$ cat config.mk
export PLATFORM = sky130hd
export DESIGN_NAME = arp_tx
export DESIGN_NICKNAME = d
export VERILOG_FILES = /design/src/rtl/arp_pkg.sv /design/src/rtl/arp_tx_crc32_d8.sv /design/src/rtl/arp_tx.sv
export SDC_FILE = /design/constraint.sdc
export NUM_CORES = 1
export LEC_CHECK = 0
export CAP_MARGIN = 40
export CORE_MARGIN = 3
export CORE_UTILIZATION = 57
export DETAILED_ROUTE_END_ITERATION = 8
export GPL_TIMING_DRIVEN = 0
export PLACE_DENSITY = 0.88
export REMOVE_ABC_BUFFERS = 1
export SYNTH_ARGS = -nofsm -noshare
export SYNTH_HDL_FRONTEND = slang
export SYNTH_HIERARCHICAL = 1
export SYNTH_SLANG_ARGS = --single-unit
export TNS_END_PERCENT = 50
$ cat constraint.sdc
create_clock -name eth_txc -period 6 [get_ports eth_txc]
set_input_delay 1.2 -clock eth_txc [delete_from_list [all_inputs] [get_ports eth_txc]]
set_output_delay 1.2 -clock eth_txc [all_outputs]
set_load 0.02 [all_outputs]
$ cat src/rtl/arp_pkg.sv
// arp_pkg: shared FSM states and frame layout constants for the ARP transmitter
package arp_pkg;
   typedef enum logic [2:0] {IDLE, PREAMBLE, ETH_HEAD, ARP_DATA, PAD, FCS, IFG} arp_state_t;
   localparam logic [15:0] ETH_TYPE_ARP  = 16'h0806;
   localparam logic [15:0] ARP_HTYPE_ETH = 16'h0001;
   localparam logic [15:0] ARP_PTYPE_IP  = 16'h0800;
   localparam logic [7:0]  ARP_HLEN      = 8'd6;
   localparam logic [7:0]  ARP_PLEN      = 8'd4;
   localparam logic [15:0] ARP_OP_REQ    = 16'd1;
   localparam logic [15:0] ARP_OP_REPLY  = 16'd2;
   localparam logic [7:0]  PREAMBLE_BYTE = 8'h55;
   localparam logic [7:0]  SFD_BYTE      = 8'hD5;
   localparam logic [6:0]  PREAMBLE_LEN  = 7'd8;
   localparam logic [6:0]  ETH_HEAD_LEN  = 7'd14;
   localparam logic [6:0]  ARP_DATA_LEN  = 7'd28;
   localparam logic [6:0]  PAD_LEN       = 7'd18;
   localparam logic [6:0]  FCS_LEN       = 7'd4;
   localparam logic [6:0]  IFG_CYCLES    = 7'd12;
   // last byte_cnt value of each section, counted across the whole frame
   localparam logic [6:0]  PRE_END   = PREAMBLE_LEN - 7'd1;
   localparam logic [6:0]  HEAD_END  = PRE_END + ETH_HEAD_LEN;
   localparam logic [6:0]  ARP_END   = HEAD_END + ARP_DATA_LEN;
   localparam logic [6:0]  PAD_END   = ARP_END + PAD_LEN;
   localparam logic [6:0]  FCS_END   = PAD_END + FCS_LEN;
   localparam logic [6:0]  IFG_END   = IFG_CYCLES - 7'd1;
   localparam logic [6:0]  FCS_FIRST = PAD_END + 7'd1;
   localparam logic [6:0]  CRC_FIRST = PREAMBLE_LEN + 7'd1;
endpackage

$ cat src/rtl/arp_tx_crc32_d8.sv
// crc32_d8: byte-wide reflected IEEE 802.3 CRC-32 with registered and look-ahead outputs
module crc32_d8 (
   input  logic        clk,
   input  logic        rst_n,
   input  logic [7:0]  data_in,
   input  logic        crc_en,
   input  logic        crc_clr,
   output logic [31:0] crc_data,
   output logic [31:0] crc_next
);
   localparam logic [31:0] POLY_REFL = 32'hEDB88320;
   always_comb begin
      crc_next = crc_data ^ {24'd0, data_in};
      for (int i = 0; i < 8; i++)
         crc_next = crc_next[0] ? (crc_next >> 1) ^ POLY_REFL : crc_next >> 1;
   end
   always_ff @(posedge clk or negedge rst_n)
      if (!rst_n) crc_data <= '1;
      else if (crc_clr) crc_data <= '1;
      else if (crc_en) crc_data <= crc_next;
endmodule

$ cat src/rtl/arp_tx.sv
// arp_tx: builds and streams Ethernet II ARP request/reply frames with FCS and IFG
module arp_tx
   import arp_pkg::*;
#(
   parameter logic [47:0] BOARD_MAC_ADDR = 48'h00_11_22_33_44_55,
   parameter logic [31:0] BOARD_IP_ADDR  = {8'd192, 8'd168, 8'd1, 8'd123}
) (
   input  logic        eth_txc,
   input  logic        rst,
   input  logic        arp_tx_en,
   input  logic        arp_tx_type,
   input  logic [47:0] dest_mac_addr,
   input  logic [31:0] dest_ip_addr,
   output logic [7:0]  tx_databyte,
   output logic        tx_databyte_en,
   output logic        arp_busy,
   output logic        tx_done
);
   arp_state_t state, state_nx;
   logic [6:0]   byte_cnt, cnt_nx;
   logic         type_r;
   logic [47:0]  mac_r, eth_dst, tgt_mac;
   logic [31:0]  ip_r, crc_data, crc_next;
   logic [15:0]  opcode;
   logic [543:0] hdr;
   logic [9:0]   bit_base;
   logic [7:0]   byte_nx;
   logic         in_frame, crc_en, crc_clr;

   assign eth_dst  = type_r ? mac_r : {48{1'b1}};
   assign tgt_mac  = type_r ? mac_r : 48'd0;
   assign opcode   = type_r ? ARP_OP_REPLY : ARP_OP_REQ;
   // bytes 0..67 as one MSB-first vector; the FCS bytes are appended separately
   assign hdr = {{7{PREAMBLE_BYTE}}, SFD_BYTE, eth_dst, BOARD_MAC_ADDR, ETH_TYPE_ARP,
                 ARP_HTYPE_ETH, ARP_PTYPE_IP, ARP_HLEN, ARP_PLEN, opcode,
                 BOARD_MAC_ADDR, BOARD_IP_ADDR, tgt_mac, ip_r, 144'd0};
   assign bit_base = {PAD_END - byte_cnt, 3'b000};
   assign in_frame = state inside {PREAMBLE, ETH_HEAD, ARP_DATA, PAD, FCS};
   // CRC consumes the registered output byte, so enable lags the counter by one
   assign crc_en   = in_frame && byte_cnt >= CRC_FIRST && byte_cnt <= FCS_FIRST;
   assign crc_clr  = state == PREAMBLE;
   assign byte_nx  = byte_cnt <= PAD_END ? hdr[bit_base +: 8] :
                     byte_cnt == FCS_FIRST ? ~crc_next[7:0] :
                     byte_cnt == FCS_FIRST + 7'd1 ? ~crc_data[15:8] :
                     byte_cnt == FCS_FIRST + 7'd2 ? ~crc_data[23:16] : ~crc_data[31:24];

   always_comb begin
      state_nx = state;
      cnt_nx   = byte_cnt + 7'd1;
      case (state)
         IDLE: begin
            cnt_nx = '0;
            if (arp_tx_en) state_nx = PREAMBLE;
         end
         PREAMBLE: if (byte_cnt == PRE_END) state_nx = ETH_HEAD;
         ETH_HEAD: if (byte_cnt == HEAD_END) state_nx = ARP_DATA;
         ARP_DATA: if (byte_cnt == ARP_END) state_nx = PAD;
         PAD:      if (byte_cnt == PAD_END) state_nx = FCS;
         FCS: if (byte_cnt == FCS_END) begin
            state_nx = IFG;
            cnt_nx   = '0;
         end
         IFG: if (byte_cnt == IFG_END) begin
            state_nx = IDLE;
            cnt_nx   = '0;
         end
         default: begin
            state_nx = IDLE;
            cnt_nx   = '0;
         end
      endcase
   end

   always_ff @(posedge eth_txc or posedge rst)
      if (rst) begin
         state          <= IDLE;
         byte_cnt       <= '0;
         type_r         <= 1'b0;
         mac_r          <= '0;
         ip_r           <= '0;
         tx_databyte    <= '0;
         tx_databyte_en <= 1'b0;
         arp_busy       <= 1'b0;
         tx_done        <= 1'b0;
      end else begin
         state          <= state_nx;
         byte_cnt       <= cnt_nx;
         if (state == IDLE && arp_tx_en) begin
            type_r <= arp_tx_type;
            mac_r  <= dest_mac_addr;
            ip_r   <= dest_ip_addr;
         end
         tx_databyte    <= in_frame ? byte_nx : 8'h00;
         tx_databyte_en <= in_frame;
         arp_busy       <= state != IDLE;
         tx_done        <= state == IFG && byte_cnt == '0;
      end

   crc32_d8 u_crc (
      .clk      (eth_txc),
      .rst_n    (~rst),
      .data_in  (tx_databyte),
      .crc_en   (crc_en),
      .crc_clr  (crc_clr),
      .crc_data (crc_data),
      .crc_next (crc_next)
   );
endmodule
==> impl_metrics.py <==
metrics = {
    "finish": {
        "n_fill_cell": 943,
        "antennaDiodeCount": 0,
        "final_common_cell": "dfrtp_1",
        "register_area_mm2": 0.00339,
        "multi_input_area_mm2": 0.00428,
        "layout_common_cells": "dfrtp_1 (101), clkdlybuf4s50_1 (94), mux2_2 (83), mux2i_1 (45), xnor2_1 (44)",
        "areaGrowthSynthToFinish_pct": 21.3,
        "nNetsFinal": 861,
        "fin_cells": 956,
        "layout-drive-gt1-share_pct": 24.6,
    },
    "hold_path": {
        "hp-start": "mac_r[28]",
        "hold_class": "register to register",
        "hold_end": "mac_r[28]",
        "holdPathStages": 1,
    },
    "worst_setup_path": {
        "reg2reg_depth": 8,
        "path_max_fanout": 26,
        "start_kind": "register",
        "max_stage_delay_ps": 940,
        "cp_slowest_cell": "dfrtp_1",
        "r2r_start": "byte_cnt[2]",
        "critPathCaptureType": "register",
        "startpoint": "byte_cnt[2]",
        "crit_top_cell": "inv_1",
        "rrSetupSlack_ps": 2190,
        "required_ps": 6310,
        "r2r_end": "tx_databyte[0]",
        "crit_arrival_ps": 4120,
        "cp_cell_sequence": "inv_1 > ha_1 > inv_1 > nor3_1 > a211o_2 > a221oi_1 > a311o_1 > a21o_1",
        "path_class": "register to register",
    },
    "yosys": {
        "synth_cells": 695,
        "avgSynthCellArea_um2": 11.5,
        "synth_warnings": 6,
        "syn-cell-area_mm2": 0.00798,
    },
    "clock_tree": {
        "cts_tree": "built",
        "clk_pin_slew_ps": 60,
        "clk_path_buf_depth": 2,
        "cts_inserted_buffers": 17,
        "clk_latency_ps": 420,
        "cts_root_buffer": "clkbuf_16",
        "post_cts_buffers": 0,
        "cts_resized": 0,
        "cts.sinks": 134,
        "postCtsHoldBufs": 0,
        "htreeDepth": 4,
    },
    "placement": {
        "gp_congestion": 0.918,
        "dp_hpwl_um": 13100,
        "dp.cells": 924,
        "port_buffers": 94,
    },
    "global_route": {
        "grt_max_degree": 76,
        "antenna_found_initial": 0,
        "grt_pass1_wl_um": 31800,
        "grt_pass1_vias": 6211,
        "grt_usage_pct": 25.3,
        "grt_overflow": 0,
    },
    "detailed_routing": {
        "drt-total-wl_um": 19200,
        "drt-initial-drc-count": 557,
        "dr.pass1.iters": 5,
        "routedWlPerCell_um": 20.1,
        "drc": 0,
        "via_count": 5951,
        "vias_per_cell": 6.22,
        "ant_nets": 0,
    },
    "timing": {
        "skew_ps": 8.80,
        "final_hold_viol_count": 0,
        "rsz0062_at_grt": "no",
        "fin_crit_sh_pct": 63.4,
        "max_freq_mhz": 263,
        "slew_violations": 0,
        "slew_headroom_pct": 38.4,
        "worst_pin_slew_ps": 924,
        "fin_crit_ps": 3810,
        "setup_violations": 0,
    },
    "run_status": {
        "status": "complete, no violations",
    },
    "floorplanning": {
        "io_pins": 95,
        "coreArea_mm2": 0.0135,
        "start_util_pct": 59.3,
        "die_area_mm2": 0.0154,
        "dieWidth_um": 124,
        "die_h_um": 124,
        "rows": 42,
    },
    "flow_run": {
        "drv_cap": 0,
    },
}
registers in the layout, indices dropped and copies added (netlist names), 3 cells and up:
name            cells
mac_r              48
ip_r               32
u_crc/crc_data     32
tx_databyte         8
byte_cnt            7
state               3
per-stage QoR:
step	hold slack (ps)	setup TNS, ps	utilization [%]	worst slack [ps]	area [um2]
floorplan	475	0	-	946	7710
global placement	487	-48280	66.0	-753	8870
detailed placement	493	0	67.1	2280	9020
CTS	506	0	71.9	2270	9670
global route	519	0	71.9	1980	9670
finish	503	0	71.9	2190	9670
metal layers:
metal,GRT usage [%],wire [um]
met1,32.4,7690
met4,10.4,524
met5,0,0
met2,42.1,9730
met3,5.15,1230
worst max path at each step:
stage	to	depth (start not counted)
CTS	tx_databyte[0]	8
finish	tx_databyte[0]	8
floorplan	u_crc/crc_data[24]	5
global route	tx_databyte[0]	8
detailed placement	tx_databyte[0]	8
global placement	u_crc/crc_data[25]	5
area by class of cell:
class                      instances  share of cell area [%]
clock buffer                      22                    5.01
clock inverter                    10                    1.72
inverter                          16                   0.673
multi-input combinational        498                    44.2
sequential                       134                    35.1
tap                              176                    2.28
timing repair buffer             100                    11.0
critical path, delay by kind of cell (launching register included):
family / cells / cell delay (ps)
AOI/OAI and AO/OA: 4 / 840
adders and majority gates: 1 / 860
buffers and inverters: 2 / 690
DFF: 1 / 940
and+or+nand+nor: 1 / 340
Power is left out: the tool's default activity adds up to more than one toggle a clock period on the data nets, which glitch-free logic cannot reach.
